**config.mk**
```make
export PLATFORM = sky130hd
export DESIGN_NAME = filter_dac_serializer
export DESIGN_NICKNAME = d
export VERILOG_FILES = /design/src/rtl/filter_dac_serializer.sv
export SDC_FILE = /design/constraint.sdc
export NUM_CORES = 1
export LEC_CHECK = 0
export CAP_MARGIN = 20
export CORE_UTILIZATION = 25
export CTS_BUF_LIST = sky130_fd_sc_hd__clkbuf_8
export DETAILED_ROUTE_END_ITERATION = 10
export PLACE_DENSITY_LB_ADDON = 0.12
export SLEW_MARGIN = 40
export SYNTH_ARGS = -nofsm -noshare
export SYNTH_HDL_FRONTEND = slang
export SYNTH_SLANG_ARGS = --single-unit
```
**constraint.sdc**
```tcl
create_clock -name clk -period 3.25 [get_ports clk]
set_clock_uncertainty 0.15 [all_clocks]
set_input_delay 0.325 -clock clk [delete_from_list [all_inputs] [get_ports clk]]
set_output_delay 0.325 -clock clk [all_outputs]
set_load 0.01 [all_outputs]
```
**src/rtl/filter_dac_serializer.sv**
```systemverilog
// filter_dac_serializer: buffers filtered samples in a small FIFO and ships each one as a
// 16-bit MSB-first SPI frame to a DAC. Define DAC_LDAC_EN to add the dac_ldac_n latch strobe.
module filter_dac_serializer #(
  parameter int         DATA_W        = 10,
  parameter int         FIFO_DEPTH    = 8,
  parameter int         SCLK_DIV      = 2,
  parameter int         GAP_CYCLES    = 2,
  parameter logic [3:0] CMD_BITS      = 4'b0011,
  parameter int         OFFSET_BINARY = 1
) (
  input  logic                        clk,
  input  logic                        reset,
  input  logic [DATA_W-1:0]           y_n,
  input  logic                        valid_out,
  output logic                        dac_sclk,
  output logic                        dac_cs_n,
  output logic                        dac_mosi,
  output logic [$clog2(FIFO_DEPTH):0] fifo_level,
  output logic                        overflow,
`ifdef DAC_LDAC_EN
  output logic                        dac_ldac_n,
`endif
  output logic                        busy
);
  localparam int AW      = $clog2(FIFO_DEPTH);
  localparam int CNT_MAX = (SCLK_DIV > GAP_CYCLES) ? SCLK_DIV : GAP_CYCLES;
  localparam int DIV_W   = $clog2(CNT_MAX + 1);
  localparam logic [AW:0] FULL_LVL = (AW+1)'(FIFO_DEPTH);
  localparam logic [AW:0] ONE_LVL  = (AW+1)'(1);

  typedef enum logic [1:0] {IDLE = 2'd0, SETUP = 2'd1, SHIFT = 2'd2, GAP = 2'd3} state_t;

  state_t              state_q;
  logic [DIV_W-1:0]    div_q;
  logic [4:0]          bit_q;
  logic [14:0]         shreg_q;
  logic                sclk_q, cs_n_q, mosi_q, busy_q, overflow_q;
  logic [AW:0]         count_q, count_d;
  logic [AW-1:0]       wr_ptr_q, rd_ptr_q;
  logic [DATA_W-1:0]   mem_q [FIFO_DEPTH];

  logic                div_end_s, pop_s, push_s, frame_end_s, stay_active_s;
  logic [DATA_W-1:0]   code_s;
  logic [15:0]         frame_s;

  // Handshake decode, DAC code conversion and next fill level
  always_comb begin
    case (state_q)
      SETUP, SHIFT: div_end_s = (div_q == DIV_W'(SCLK_DIV - 1));
      GAP:          div_end_s = (div_q == DIV_W'(GAP_CYCLES - 1));
      default:      div_end_s = 1'b0;
    endcase
    // The end of GAP pops directly so back-to-back frames keep exactly GAP_CYCLES of cs_n high
    pop_s         = (count_q != {(AW+1){1'b0}}) &&
                    ((state_q == IDLE) || ((state_q == GAP) && div_end_s));
    push_s        = valid_out && ((count_q != FULL_LVL) || pop_s);
    frame_end_s   = (state_q == SHIFT) && div_end_s && sclk_q && (bit_q == 5'd16);
    stay_active_s = pop_s || ((state_q != IDLE) && !((state_q == GAP) && div_end_s));
    code_s = mem_q[rd_ptr_q];
    if (OFFSET_BINARY != 0) begin
      code_s[DATA_W-1] = ~mem_q[rd_ptr_q][DATA_W-1];
    end else begin
      code_s[DATA_W-1] = mem_q[rd_ptr_q][DATA_W-1];
    end
    frame_s = {CMD_BITS, code_s, 2'b00};
    case ({push_s, pop_s})
      2'b10:   count_d = count_q + ONE_LVL;
      2'b01:   count_d = count_q - ONE_LVL;
      default: count_d = count_q;
    endcase
  end

  // Sample storage
  always_ff @(posedge clk) begin
    if (push_s) begin
      mem_q[wr_ptr_q] <= y_n;
    end
  end

  // FIFO pointers, fill level and sticky drop flag
  always_ff @(posedge clk) begin
    if (reset) begin
      wr_ptr_q   <= {AW{1'b0}};
      rd_ptr_q   <= {AW{1'b0}};
      count_q    <= {(AW+1){1'b0}};
      overflow_q <= 1'b0;
    end else begin
      if (push_s) begin
        wr_ptr_q <= wr_ptr_q + AW'(1);
      end
      if (pop_s) begin
        rd_ptr_q <= rd_ptr_q + AW'(1);
      end
      count_q <= count_d;
      if (valid_out && !push_s) begin
        overflow_q <= 1'b1;
      end
    end
  end

  // Frame sequencer: SETUP, 32 sclk half-periods, then the inter-frame gap
  always_ff @(posedge clk) begin
    if (reset) begin
      state_q <= IDLE;
      div_q   <= {DIV_W{1'b0}};
      bit_q   <= 5'd0;
      shreg_q <= 15'd0;
      sclk_q  <= 1'b0;
      cs_n_q  <= 1'b1;
      mosi_q  <= 1'b0;
      busy_q  <= 1'b0;
    end else begin
      busy_q <= stay_active_s || (count_d != {(AW+1){1'b0}});
      if (pop_s) begin
        state_q <= SETUP;
        div_q   <= {DIV_W{1'b0}};
        bit_q   <= 5'd0;
        shreg_q <= frame_s[14:0];
        sclk_q  <= 1'b0;
        cs_n_q  <= 1'b0;
        mosi_q  <= frame_s[15];
      end else begin
        case (state_q)
          IDLE: begin
            sclk_q <= 1'b0;
            cs_n_q <= 1'b1;
            mosi_q <= 1'b0;
          end
          SETUP: begin
            if (div_end_s) begin
              state_q <= SHIFT;
              div_q   <= {DIV_W{1'b0}};
              bit_q   <= 5'd0;
            end else begin
              div_q <= div_q + DIV_W'(1);
            end
          end
          SHIFT: begin
            if (!div_end_s) begin
              div_q <= div_q + DIV_W'(1);
            end else begin
              div_q <= {DIV_W{1'b0}};
              if (!sclk_q) begin
                sclk_q <= 1'b1;
                bit_q  <= bit_q + 5'd1;
              end else if (frame_end_s) begin
                state_q <= GAP;
                sclk_q  <= 1'b0;
                cs_n_q  <= 1'b1;
                mosi_q  <= 1'b0;
              end else begin
                sclk_q  <= 1'b0;
                shreg_q <= {shreg_q[13:0], 1'b0};
                mosi_q  <= shreg_q[14];
              end
            end
          end
          GAP: begin
            if (div_end_s) begin
              state_q <= IDLE;
              div_q   <= {DIV_W{1'b0}};
            end else begin
              div_q <= div_q + DIV_W'(1);
            end
          end
          default: state_q <= IDLE;
        endcase
      end
    end
  end

`ifdef DAC_LDAC_EN
  logic ldac_n_q;

  // One-cycle latch strobe aligned with the first GAP cycle
  always_ff @(posedge clk) begin
    if (reset) begin
      ldac_n_q <= 1'b1;
    end else begin
      ldac_n_q <= ~frame_end_s;
    end
  end

  assign dac_ldac_n = ldac_n_q;
`endif

  assign dac_sclk   = sclk_q;
  assign dac_cs_n   = cs_n_q;
  assign dac_mosi   = mosi_q;
  assign fifo_level = count_q;
  assign overflow   = overflow_q;
  assign busy       = busy_q;
endmodule

```
==> summary.md <==
| Metric | Value |
|---|---|
| CTS buffer count | 17 |
| First drt pass iteration count | 4 |
| Layout Nets | 404 |
| GRT Total Usage | 11.3% |
| Slew @ Worst Pin | 724 ps |
| Crit start category | register |
| Leak | 0.00195 uW |
| Pin count of the biggest net entering global routing | 25 |
| Sequential element share of the synthesized area | 64.1% |
| CP Max Fanout | 8 |
| Initial Util | 25.6% |
| Die Y | 143 um |
| TritonCTS clock tree | yes |
| WL final | 10.4 mm |
| CP Cell Sequence | inv_1 -> ha_1 -> and3_2 -> nor2_1 -> nor2_1 -> nand2_1 -> inv_1 -> ha_1 -> a21oi_1 -> nand2_1 -> nor4_1 -> a31oi_1 -> o311ai_1 |
| Slew HR | 51.8% |
| Fraction of layout cells with a size suffix above 1 | 19.7% |
| Fmax | 358 MHz |
| Sw frac | 34.4% |
| First-pass GRT wire length | 16.7 mm |
| DRC Markers | 0 |
| Worst Path Required | 3440 ps |
| Via count | 2840 |
| Data arrival, critical path | 2980 ps |
| Top FF cell, synth | edfxtp_1 |
| Synth async-reset ratio | 0% |
| Clock buffer depth | 2 |
| Synth Warn # | 0 |
| Placer Congestion | 0.698 |
| Wire per inst | 15.7 um |
| Cell taking the most area after synthesis | edfxtp_1 |
| Fin crit share | 85.8% |
| Slowest CP cell | dfxtp_1 |
| Util after Layout | 30.3% |
| Top delay family on crit path | simple AND/OR/NAND/NOR gates |
| Sw Pwr | 1580 uW |
| Ant diodes | 0 |
| Buffers and inverters on the worst path | 2 |
| Internal power | 3020 uW |
| Syn_nets | 366 |
| Setup bufs post-CTS | 0 |
| Mean Syn Cell Area | 14.5 sq um |
| Crit Path Class | register to register |
| Die width | 143 um |
| Yosys top cell area share | 48.1% |
| Post-synthesis register bit count | 120 |
| Area contributors post-synth | edfxtp_1, dfxtp_1, mux4_2 |
| Clock root buffer | clkbuf_8 |
| Core Box Area | 0.0195 sq mm |
| EDFF count, synth | 80 |
| Clk_lat worst skew | 430 ps |
| Outcome | complete, no violations |
| Fin crit period | 2790 ps |
| Initial antenna violation count | 0 |
| Cell variety after synth | 54 |
| RSZ-0062 raised after global routing | no |
| Logic pwr share | 30.7% |
| CTS sink count | 120 |
| Worst vdd ir | 0.267 mV |
| CTS H-tree lvls | 4 |
| Power Dens Cells | 778 mW/mm^2 |
| Clock power share | 28.1% |
| Site row count | 51 |
| Mapped cell area | 0.00500 sq mm |
| Drt initial violations | 98 |
| Worst setup margin | 460 ps |
| CP endpoint kind | register |
| Layout area overhead | 18.4% |
| Flop pwr share | 41.1% |
| Ports | 22 |
| CTS resizes | 0 |
| Final setup vio count | 0 |
| Final Cell Area | 0.00592 sq mm |
| Hold slack | 307 ps |
| Hpwl dp | 6.58 mm |
| Post-cts hold buffer count | 0 |
| Antenna Nets Post-Route | 0 |
| Max incr delay on CP | 340 ps |
| Final Max Tran Viols | 0 |
| Port Buffers | 21 |
| Most common cell in the synthesized netlist | edfxtp_1 |
| Worst Hold Class | register to register |
| Vias per inst | 4.30 |
| Total grt overflow | 0 |
| Filler Cell Count | 1986 |
| Post-synth top cells | edfxtp_1, dfxtp_1, nor2_1 |
| Clock slew seen by the registers of the worst setup and hold paths | 90 ps |
| Mapped Cells | 345 |
| Setup slack at placement | 469 ps |
| Max_cap viols | 0 |
| Number of global-route vias before repair | 2889 |
| Final hold viol count | 0 |
| Setup_tns | 0 ps |
| Die footprint | 0.0206 sq mm |
| Dpl cell area | 0.00554 sq mm |
==> layout make-up <==
type | count | area, sq um | share of cell area (%)
well taps | 265 | 332 | 5.60
clock inverters | 15 | 141 | 2.39
repair buffers | 34 | 308 | 5.20
inverters | 13 | 48.8 | 0.825
multi-input cells | 197 | 1650 | 27.9
clock buffers | 17 | 234 | 3.96
flip-flops and latches | 120 | 3200 | 54.1
==> per-stage QoR <==
stage	cells	power, uW
after floorplan	345	3030
after global placement	629	3370
after detailed placement	629	3370
after CTS	661	4680
after global routing	661	4910
final	661	4600
==> state kept, by name, indices dropped and copies added, names as in the netlist, 2 cells and up, named ones only <==
signal and flops:
div_q 2, rd_ptr_q 3, bit_q 5, fifo_level 4, shreg_q 13, mem_q 80
wr_ptr_q 3, state_q 2
==> worst min-delay path, delay by kind of cell (launching register included) <==
family	cells	cell delay [ps]
flip-flops	1	320
AO/OA/AOI/OAI	1	50
AND/OR/NAND/NOR	1	50
==> cell usage in the layout, fill, tap and decap left out, drive strengths merged, types with 3 or more instances in the layout <==
cell type	netlist	routed
clkbuf	4	17
nor3	10	10
mux4	20	20
mux2i	14	14
and2	3	3
dfxtp	40	40
buf	11	13
clkdlybuf4s50	0	21
a22oi	3	3
a21oi	29	29
ha	7	7
clkinv	0	8
a211oi	3	3
xor2	3	3
a21o	7	7
inv	13	18
xnor2	7	7
nand2b	6	6
nor2	31	31
nand2	24	24
edfxtp	80	80
==> metal layers <==
| metal | vias up | wire, um | GRT usage [%] |
|---|---|---|---|
| li1 | 1378 | - | - |
| met1 | 1424 | 5000 | 14.6 |
| met2 | 33 | 5000 | 17.7 |
| met3 | 5 | 277 | 3.73 |
| met4 | 0 | 93 | 3.70 |
| met5 | - | 0 | 0 |
==> path summary, 6_finish.rpt <==
check | from | end | slack (ps) | cells after the start
setup reg to reg | div_q[1]$_SDFFE_PP0P_ | fifo_level[3]$_SDFF_PP0_ | 460 | 13
setup / recovery | div_q[1]$_SDFFE_PP0P_ | fifo_level[3]$_SDFF_PP0_ | 460 | 13
hold / removal | shreg_q[7]$_SDFFE_PP0P_ | shreg_q[7]$_SDFFE_PP0P_ | 310 | 2
hold reg to reg | shreg_q[7]$_SDFFE_PP0P_ | shreg_q[7]$_SDFFE_PP0P_ | 310 | 2
==> kinds of logic (layout without fill, tap and decap cells) <==
group	Yosys count	after routing	synth area share (%)
compound gates	55	55	7.66
flops	120	120	64.1
simple gates	90	90	9.42
mux	34	34	11.8
fa+ha+maj	8	8	2.15
xor+xnor	10	10	1.75
buf+inv	28	79	3.08
==> power groups by stage <==
stage	clock, uW	sequential, uW	combinational [uW]
floorplan	0	1910	1120
global placement	0	1930	1440
detailed placement	0	1930	1440
CTS	1330	1900	1450
global route	1410	1920	1580
finish	1300	1890	1420
Note: power is estimated with default switching activity, not from simulation.
==> RTL edit, RTL diff (same flow settings) <==
`OFFSET_BINARY`: 1 -> 0.
--- a/src/rtl/filter_dac_serializer.sv
+++ b/src/rtl/filter_dac_serializer.sv
@@ -8,3 +8,3 @@
   parameter logic [3:0] CMD_BITS      = 4'b0011,
-  parameter int         OFFSET_BINARY = 1
+  parameter int         OFFSET_BINARY = 0
 ) (
Check against the original RTL: same outputs for any inputs over 10 cycles, from zero or initial values and one cycle with reset high; that may be too few to reach the edited logic, so the function may still have changed.
==> RTL edit against the unedited design <==
Wire length is 3.4% lower. Worst setup slack improved by 45 ps. Design area decreased by 1.1%. Combinational power fell by 23%. Sequential cell count stayed put. Area after synthesis decreased by 1.9%. Power shrank 5.0%. Largest cell class unchanged. Highest routed layer unchanged.
==> RTL edit: results (changes against the unedited design) <==
Compound-Gate Fraction of Synth Area=5.29% (-2.4 points); met2 wire len=4.91 mm (-1.9%); synth unique cells=48 (-11%); Post-Place Cell Area=5450 um^2 (-1.6%); Placer Congestion=0.717 (+2.7%); status=finished, final reports clean; Synth Area in XOR/XNOR=1.79% (+0.034 points); worst slew pin tran=780 ps (+56.3 ps); pre-CTS setup slack=508 ps (+39.2 ps); grt met3 use=4.27% (+0.54 points); largest stage delay on the critical path=410 ps (+70 ps); synth cell count leaders=80 x edfxtp_1, 40 x dfxtp_1, 30 x nor2_1; grt met1 use=13.5% (-1.1 points); switching share of power=31.2% (-3.2 points); Mapped Avg Cell Area=14.9 um^2 (+2.8%); Critical Path AT=2960 ps (-20 ps); clk slew on worst S/H paths=70 ps (-20 ps); worst reg-to-reg path cell count=11 (-2); share of post-route cells with drive strength above 1=19.5% (-0.22 points); 1st-iter DRT viols=175 (+79%); M2 GR Usage=18.2% (+0.48 points); Met3 Routed Length=367 um (+32%); Vias/cell=4.30 (+0.12%); Peak VDD IR=0.300 mV (+12%); GRT Overall Usage=11.2% (-0.10 points); sequential-to-total area share from yosys stat=65.4% (+1.3 points); largest net degree at the start of global routing=21 (-16%); NumNets Final=388 (-4.0%); Synth Area in Adders=2.20% (+0.042 points); leakage=1.96 nW (+0.51%); Logic pwr share=25.0% (-5.7 points); worst-path fanout max=9 (+1); mux contribution to synthesized area=14.6% (+2.7 points); comb pwr=0.00109 W (-23%); top cells by area, synth=edfxtp_1 49%, dfxtp_1 16%, mux4_2 9.2%; Seq. pwr=0.00193 W (+2%); non-filler cells, final=640 (-3.2%)
RTL edit: cell type report:
class                           count  area (um^2)
Clock buffer                       17          234
Clock inverter                     15          166
Fill cell                        1884        13100
Inverter                            7         26.3
Multi-Input combinational cell    186         1570
Sequential cell                   120         3200
Tap cell                          260          325
Timing Repair Buffer               35          328
RTL edit: kinds of logic after synthesis:
logic type,after synthesis
compound gates,42
simple gates,80
flops,120
buf+inv,23
mux,46
fa+ha+maj,8
xor+xnor,10
RTL edit: final timing paths:
| check | start | end | slack (ps) |
|---|---|---|---|
| hold / removal | overflow | overflow | 320 |
| setup reg to reg | div_q[1] | fifo_level[3] | 500 |
| setup / recovery | div_q[1] | fifo_level[3] | 500 |
| hold reg to reg | overflow | overflow | 320 |
RTL edit: worst min-delay path, stage by stage, from the launching register on:
cell,delay [ps]
dfxtp_1,330
a21oi_1,40
nor2_1,70
